--- src/rtl/meas_pkg.sv ---
// Shared definitions for the measurement sequencer: FSM states, mode codes
// and the 32-bit count type used by every cycle counter in the block.
package meas_pkg;

    typedef logic [31:0] count_t;

    typedef enum logic [2:0] {
        ST_IDLE,
        ST_CLEAR,
        ST_FREQ_GATE,
        ST_FREQ_LATCH,
        ST_PHASE_ARM,
        ST_PHASE_LATCH,
        ST_HOLD
    } state_t;

    localparam logic [1:0] MODE_FREQ  = 2'd0;
    localparam logic [1:0] MODE_PHASE = 2'd1;
    localparam logic [1:0] MODE_ALT   = 2'd2;
    localparam logic [1:0] MODE_RSVD  = 2'd3;

    // The reserved code behaves exactly like frequency-only.
    function automatic logic [1:0] normMode(input logic [1:0] m);
        return (m == MODE_RSVD) ? MODE_FREQ : m;
    endfunction

endpackage

--- src/rtl/meas_cycle_timer.sv ---
// Load/expire down-counter shared by the gate, hold and timeout intervals.
// Loading N on a state's entry edge makes o_expire high during the N-th
// cycle of that state. The count saturates at zero and never wraps.
module meas_cycle_timer
    import meas_pkg::*;
(
    input  logic   sys_clk,
    input  logic   rst_n,
    input  logic   i_load,
    input  count_t i_loadVal,
    output logic   o_expire
);

    count_t r_count;

    // Reload on request, otherwise count down and stop at zero.
    always_ff @(posedge sys_clk or negedge rst_n) begin
        if (!rst_n) begin
            r_count <= '0;
        end else if (i_load) begin
            r_count <= i_loadVal;
        end else if (r_count != '0) begin
            r_count <= r_count - count_t'(1);
        end
    end

    assign o_expire = (r_count <= count_t'(1));

endmodule

--- src/rtl/meas_sequencer.sv ---
// Measurement run sequencer: clears the datapath counters, gates the
// frequency counter, arms the phase detector and latches results.
// Optional feature macro: MEAS_TIMEOUT_EN adds a sticky phase-wait timeout;
// without it the phase wait is unbounded and timeout_err is tied low.
module meas_sequencer
    import meas_pkg::*;
#(
    parameter int unsigned GATE_CYCLES    = 100_000_000,
    parameter int unsigned HOLD_CYCLES    = 50_000_000,
    parameter int unsigned TIMEOUT_CYCLES = 200_000_000
) (
    input  logic        sys_clk,
    input  logic        rst_n,
    input  logic        start,
    input  logic        cont_en,
    input  logic [1:0]  mode,
    input  logic [31:0] freq_cnt,
    input  logic [31:0] phase_cnt,
    input  logic        phase_done,
    output logic        cnt_clr,
    output logic        freq_gate,
    output logic        phase_arm,
    output logic [31:0] result,
    output logic        result_sel,
    output logic        result_valid,
    output logic        busy,
    output logic        timeout_err
);

    localparam count_t GATE_LOAD    = count_t'(GATE_CYCLES);
    localparam count_t HOLD_LOAD    = count_t'(HOLD_CYCLES);
    localparam count_t TIMEOUT_LOAD = count_t'(TIMEOUT_CYCLES);

    state_t     r_state;
    logic [1:0] r_mode;
    logic       r_cntClr;
    logic       r_freqGate;
    logic       r_phaseArm;
    count_t     r_result;
    logic       r_resultSel;
    logic       r_resultValid;
    logic       r_busy;
`ifdef MEAS_TIMEOUT_EN
    logic       r_timeoutErr;
`endif

    logic       w_tmrLoad;
    count_t     w_tmrVal;
    logic       w_expire;

    meas_cycle_timer u_timer (
        .sys_clk   (sys_clk),
        .rst_n     (rst_n),
        .i_load    (w_tmrLoad),
        .i_loadVal (w_tmrVal),
        .o_expire  (w_expire)
    );

    // Load the timer on the edge that enters each timed state.
    always_comb begin
        w_tmrLoad = 1'b0;
        w_tmrVal  = '0;
        case (r_state)
            ST_CLEAR: begin
                w_tmrLoad = 1'b1;
                w_tmrVal  = (r_mode == MODE_PHASE) ? TIMEOUT_LOAD : GATE_LOAD;
            end
            ST_FREQ_LATCH: begin
                w_tmrLoad = 1'b1;
                w_tmrVal  = (r_mode == MODE_ALT) ? TIMEOUT_LOAD : HOLD_LOAD;
            end
            ST_PHASE_LATCH: begin
                w_tmrLoad = 1'b1;
                w_tmrVal  = HOLD_LOAD;
            end
`ifdef MEAS_TIMEOUT_EN
            ST_PHASE_ARM: begin
                w_tmrLoad = w_expire && !phase_done;
                w_tmrVal  = HOLD_LOAD;
            end
`endif
            default: begin
                w_tmrLoad = 1'b0;
                w_tmrVal  = '0;
            end
        endcase
    end

    // Sequencer FSM; every output is registered alongside the state so it
    // is valid for exactly the cycles spent in the matching state.
    always_ff @(posedge sys_clk or negedge rst_n) begin
        if (!rst_n) begin
            r_state       <= ST_IDLE;
            r_mode        <= MODE_FREQ;
            r_cntClr      <= 1'b0;
            r_freqGate    <= 1'b0;
            r_phaseArm    <= 1'b0;
            r_result      <= '0;
            r_resultSel   <= 1'b0;
            r_resultValid <= 1'b0;
            r_busy        <= 1'b0;
`ifdef MEAS_TIMEOUT_EN
            r_timeoutErr  <= 1'b0;
`endif
        end else begin
            r_resultValid <= 1'b0;
            case (r_state)
                ST_IDLE: begin
                    if (start) begin
                        r_state  <= ST_CLEAR;
                        r_mode   <= normMode(mode);
                        r_cntClr <= 1'b1;
                        r_busy   <= 1'b1;
`ifdef MEAS_TIMEOUT_EN
                        r_timeoutErr <= 1'b0;
`endif
                    end
                end
                ST_CLEAR: begin
                    r_cntClr <= 1'b0;
                    if (r_mode == MODE_PHASE) begin
                        r_state    <= ST_PHASE_ARM;
                        r_phaseArm <= 1'b1;
                    end else begin
                        r_state    <= ST_FREQ_GATE;
                        r_freqGate <= 1'b1;
                    end
                end
                ST_FREQ_GATE: begin
                    if (w_expire) begin
                        r_state    <= ST_FREQ_LATCH;
                        r_freqGate <= 1'b0;
                    end
                end
                ST_FREQ_LATCH: begin
                    r_result      <= freq_cnt;
                    r_resultSel   <= 1'b0;
                    r_resultValid <= 1'b1;
                    if (r_mode == MODE_ALT) begin
                        r_state    <= ST_PHASE_ARM;
                        r_phaseArm <= 1'b1;
                    end else begin
                        r_state <= ST_HOLD;
                    end
                end
                ST_PHASE_ARM: begin
                    if (phase_done) begin
                        r_state    <= ST_PHASE_LATCH;
                        r_phaseArm <= 1'b0;
`ifdef MEAS_TIMEOUT_EN
                    end else if (w_expire) begin
                        r_state      <= ST_HOLD;
                        r_phaseArm   <= 1'b0;
                        r_timeoutErr <= 1'b1;
`endif
                    end
                end
                ST_PHASE_LATCH: begin
                    r_result      <= phase_cnt;
                    r_resultSel   <= 1'b1;
                    r_resultValid <= 1'b1;
                    r_state       <= ST_HOLD;
                end
                ST_HOLD: begin
                    if (w_expire) begin
                        if (cont_en) begin
                            r_state  <= ST_CLEAR;
                            r_cntClr <= 1'b1;
                        end else begin
                            r_state <= ST_IDLE;
                            r_busy  <= 1'b0;
                        end
                    end
                end
                default: begin
                    r_state    <= ST_IDLE;
                    r_cntClr   <= 1'b0;
                    r_freqGate <= 1'b0;
                    r_phaseArm <= 1'b0;
                    r_busy     <= 1'b0;
                end
            endcase
        end
    end

    assign cnt_clr      = r_cntClr;
    assign freq_gate    = r_freqGate;
    assign phase_arm    = r_phaseArm;
    assign result       = r_result;
    assign result_sel   = r_resultSel;
    assign result_valid = r_resultValid;
    assign busy         = r_busy;
`ifdef MEAS_TIMEOUT_EN
    assign timeout_err  = r_timeoutErr;
`else
    assign timeout_err  = 1'b0;
`endif

endmodule

--- config.mk ---
export PLATFORM = sky130hd
export DESIGN_NAME = meas_sequencer
export DESIGN_NICKNAME = d
export VERILOG_FILES = /design/src/rtl/meas_pkg.sv /design/src/rtl/meas_cycle_timer.sv /design/src/rtl/meas_sequencer.sv
export SDC_FILE = /design/constraint.sdc
export NUM_CORES = 1
export LEC_CHECK = 0
export ABC_AREA = 1
export CAP_MARGIN = 0
export CORE_MARGIN = 2
export CORE_UTILIZATION = 53
export CTS_CLUSTER_SIZE = 12
export DETAILED_ROUTE_END_ITERATION = 16
export GPL_ROUTABILITY_DRIVEN = 0
export GPL_TIMING_DRIVEN = 0
export PLACE_DENSITY = 0.95
export SLEW_MARGIN = 20
export SYNTH_ARGS = -nofsm -noshare
export SYNTH_HDL_FRONTEND = slang
export SYNTH_SLANG_ARGS = --single-unit
--- constraint.sdc ---
create_clock -name sys_clk -period 3.5 [get_ports sys_clk]
set_input_delay 0.7 -clock sys_clk [delete_from_list [all_inputs] [get_ports sys_clk]]
set_output_delay 0.7 -clock sys_clk [all_outputs]
set_load 0.01 [all_outputs]
==> results.yml <==
route:
  viasPerCell: 5.74
  drc: 0
  drt_iter0_drc: 355
  drt-wirelength-per-cell_um: 16.4
  vias: 4577
  drt_wl_total_um: 13100
  postRouteAntennaNets: 0
  drt-pass1-iter-count: 6
layout:
  multi_input_area_um2: 2110
  drive_above_1_share: 0.0835
  final_common_cell: "nand2_1"
  register_area_um2: 1880
  nFillCells: 545
  diodes: 0
  final_cell_mix: "nand2_1 (142), clkdlybuf4s50_1 (107), nor2_1 (92), dfrtp_1 (75), inv_1 (40)"
  nets: 764
  final_area_um2: 5720
  syn2layout_area_growth_pct: 33.8
yosys:
  netlist_instances: 570
  synthesis.area_um2: 4270
  avgSynthCellArea_um2: 7.50
  seq_area_frac_synth: 0.439
  ys_ff_latch: 75
  synth_top_family_by_area: "simple AND/OR/NAND/NOR gates"
  synth_mux_area_frac: 0
  synth-simple-area-share: 0.364
  yosysUniqueCellTypes: 40
  synth_compound_area_frac: 0.102
  async_flop_share: 1.00
  yosys.area_share.xor_xnor: 0.0184
  synth_edf_count: 0
  synth_fa_ha_area_frac: 0.00878
  synth_ff_type: "dfrtp_1"
  synth-warning-count: 0
  syn_nets: 644
power_and_ir_drop:
  internal_power_mw: 1.36
  p_leak_nw: 2.60
  ir_drop_mv: 0.197
  power_mw: 1.80
  powerDensity_nw_per_um2: 315
  seqPwrFrac: 0.498
  power_switching_share: 0.246
  p_switching_uw: 444
  pwr-share-clk: 0.399
  combPwrFrac: 0.103
cts:
  cts_buffer_depth: 2
  postCtsSetupRepairBufs: 0
  cts_tree: "done"
  cts_hold_buf: 0
  cts_max_level: 3
  root_buffer: "clkbuf_8"
  cts.clk_slew.worst_paths_ps: 90
  cts_sinks: 75
  post_cts_resized: 0
  cts_buffers: 9
  clk_latency_ps: 360
placed_design:
  pre_cts_slack_ps: 1540
  hpwlAfterDp_um: 9630
  io_buffers: 108
  place_area_um2: 5510
worst_setup_path:
  crit_cells: 11
  reg2reg_from: "u_timer.r_count[0]$_DFFE_PN0P_"
  slowest_stage: "dfrtp_1"
  crit_chain: "inv_1 > ha_1 > nand2_1 > nor2_2 > nand2_1 > inv_2 > nand2_1 > nor2_1 > nand3_1 > nand2_1 > nor2_1"
  rrSetupSlack_ps: 1460
  crit_required_ps: 3750
  timing.rr.end: "u_timer.r_count[28]$_DFFE_PN0P_"
  crit_top_cell: "nand2_1"
  crit_path_end_kind: "flip-flop"
  slowest_delay_ps: 420
  crit_end: "u_timer.r_count[28]$_DFFE_PN0P_"
  cp.arrival_ps: 2280
  crit_start: "u_timer.r_count[0]$_DFFE_PN0P_"
  reg2regPathDepth: 11
  startpoint_type: "flip-flop"
  crit_fanout: 5
  path_buf_inv: 2
  path_class: "flip-flop to flip-flop"
  cp_top_family: "simple AND/OR/NAND/NOR gates"
global_routing:
  overflow: 0
  antenna_found_initial: 0
  grt_max_degree: 47
  grt_first_pass_wirelength_um: 21200
  grt.total_usage: 0.305
  grt_pass1_vias: 4445
worst_hold_path:
  hold_class: "input port to asynchronous set/reset pin"
timing:
  tightest_slew_ps: 597
  rsz0062_at_grt: "no"
  report.final.slew_viol_count: 0
  period_minus_slack_ps: 2040
  finalSetupViolations: 0
  fmaxAchievable_mhz: 491
  worst_slack_ps: 1460
  clock_skew_ps: 13.0
  finalCritPeriodShare: 0.582
  holdWs_ps: 264
  hold_viol: 0
  max_slew_margin: 0.599
die:
  io_pins: 110
  die_h_um: 93.8
  initial_core_util: 0.550
  die_area_um2: 8800
  die-width_um: 93.8
  rows: 32
  core_um2: 7770
run_status:
  status: "finished clean"
flow_run:
  maxCapViolCount: 0
==> layer usage <==
layer,wire length [um],global-route usage,vias up
li1,-,-,2132
met1,4930,0.369,2102
met2,6470,0.517,279
met3,1150,0.0722,64
met4,508,0.133,0
met5,0,0,-
==> cell type report <==
cell class	count	area share
tap	102	0.0223
buffer	26	0.0208
timing repair buffer	109	0.193
sequential	75	0.328
inverter	44	0.0293
clock buffer	10	0.0241
clock inverter	6	0.0125
multi-input combinational	425	0.369
==> state kept, by name, indices dropped and copies added, names as in the netlist <==
name and flops:
busy 1, cnt_clr 1, freq_gate 1, phase_arm 1, r_mode 2, r_state 3, result 32, result_sel 1
result_valid 1, u_timer.r_count 32
==> metrics by stage <==
| stage | cells | util | setup TNS, ps |
|---|---|---|---|
| after floorplan | 570 | - | 0 |
| after global placement | 780 | 0.706 | -57440 |
| after detailed placement | 781 | 0.709 | 0 |
| after CTS | 797 | 0.736 | 0 |
| after global routing | 797 | 0.736 | 0 |
| final | 797 | 0.736 | 0 |
==> cell usage after synthesis (2+ instances only) <==
library cell,instances,share of area
a21oi_1,16,0.019
a31oi_1,34,0.050
buf_1,3,0.0026
buf_2,8,0.0094
clkbuf_1,13,0.011
dfrtp_1,75,0.44
ha_1,3,0.0088
inv_1,40,0.035
inv_2,3,0.0026
nand2_1,142,0.12
nand2_2,3,0.0044
nand2_4,2,0.0053
nand3_1,24,0.028
nand3b_1,3,0.0053
nand4_1,38,0.056
nor2_1,92,0.081
nor2_2,11,0.016
nor2_4,3,0.0079
nor3_1,12,0.014
o21ai_0,12,0.014
o21bai_1,6,0.011
or2_2,2,0.0029
xnor2_1,2,0.0041
xor2_1,7,0.014
==> power by group through the flow <==
stage               sequential, mW  clock (mW)  combinational (mW)
global route                 0.899       0.752               0.200
floorplan                    0.921           0              0.0286
finish                       0.897       0.719               0.186
global placement             0.913           0               0.177
CTS                          0.897       0.722               0.186
detailed placement           0.913           0               0.186
==> how the worst min path moves through the flow <==
stage / from / end / slack (ps) / depth (start not counted)
6_report: rst_n / u_timer.r_count[14]$_DFFE_PN0P_ / 260 / 1
5_1_grt: rst_n / u_timer.r_count[14]$_DFFE_PN0P_ / 300 / 1
4_1_cts: rst_n / u_timer.r_count[14]$_DFFE_PN0P_ / 280 / 1
3_5_place_dp: phase_arm$_DFFE_PN0P_ / phase_arm$_DFFE_PN0P_ / 470 / 2
3_3_place_gp: cnt_clr$_DFFE_PN0P_ / cnt_clr$_DFFE_PN0P_ / 460 / 2
2_1_floorplan: rst_n / busy$_DFFE_PN0P_ / 400 / 0
==> worst register-to-register path, stage by stage (launching register included) <==
cell     delay, ps
dfrtp_1        420
inv_1          170
ha_1           220
nand2_1        120
nor2_2         220
nand2_1        190
inv_2          110
nand2_1         90
nor2_1         180
nand3_1        110
nand2_1         80
nor2_1          40
==> logic make-up (layout without fill, tap and decap cells) <==
kind of cell	after synthesis	in the layout
AND/OR/NAND/NOR	339	339
other	1	1
AO/OA/AOI/OAI	73	73
flip-flops	75	75
XOR/XNOR	9	9
buffers and inverters	70	195
adder cells (fa/ha/maj)	3	3
No activity file was read; power rests on OpenSTA's default activity.
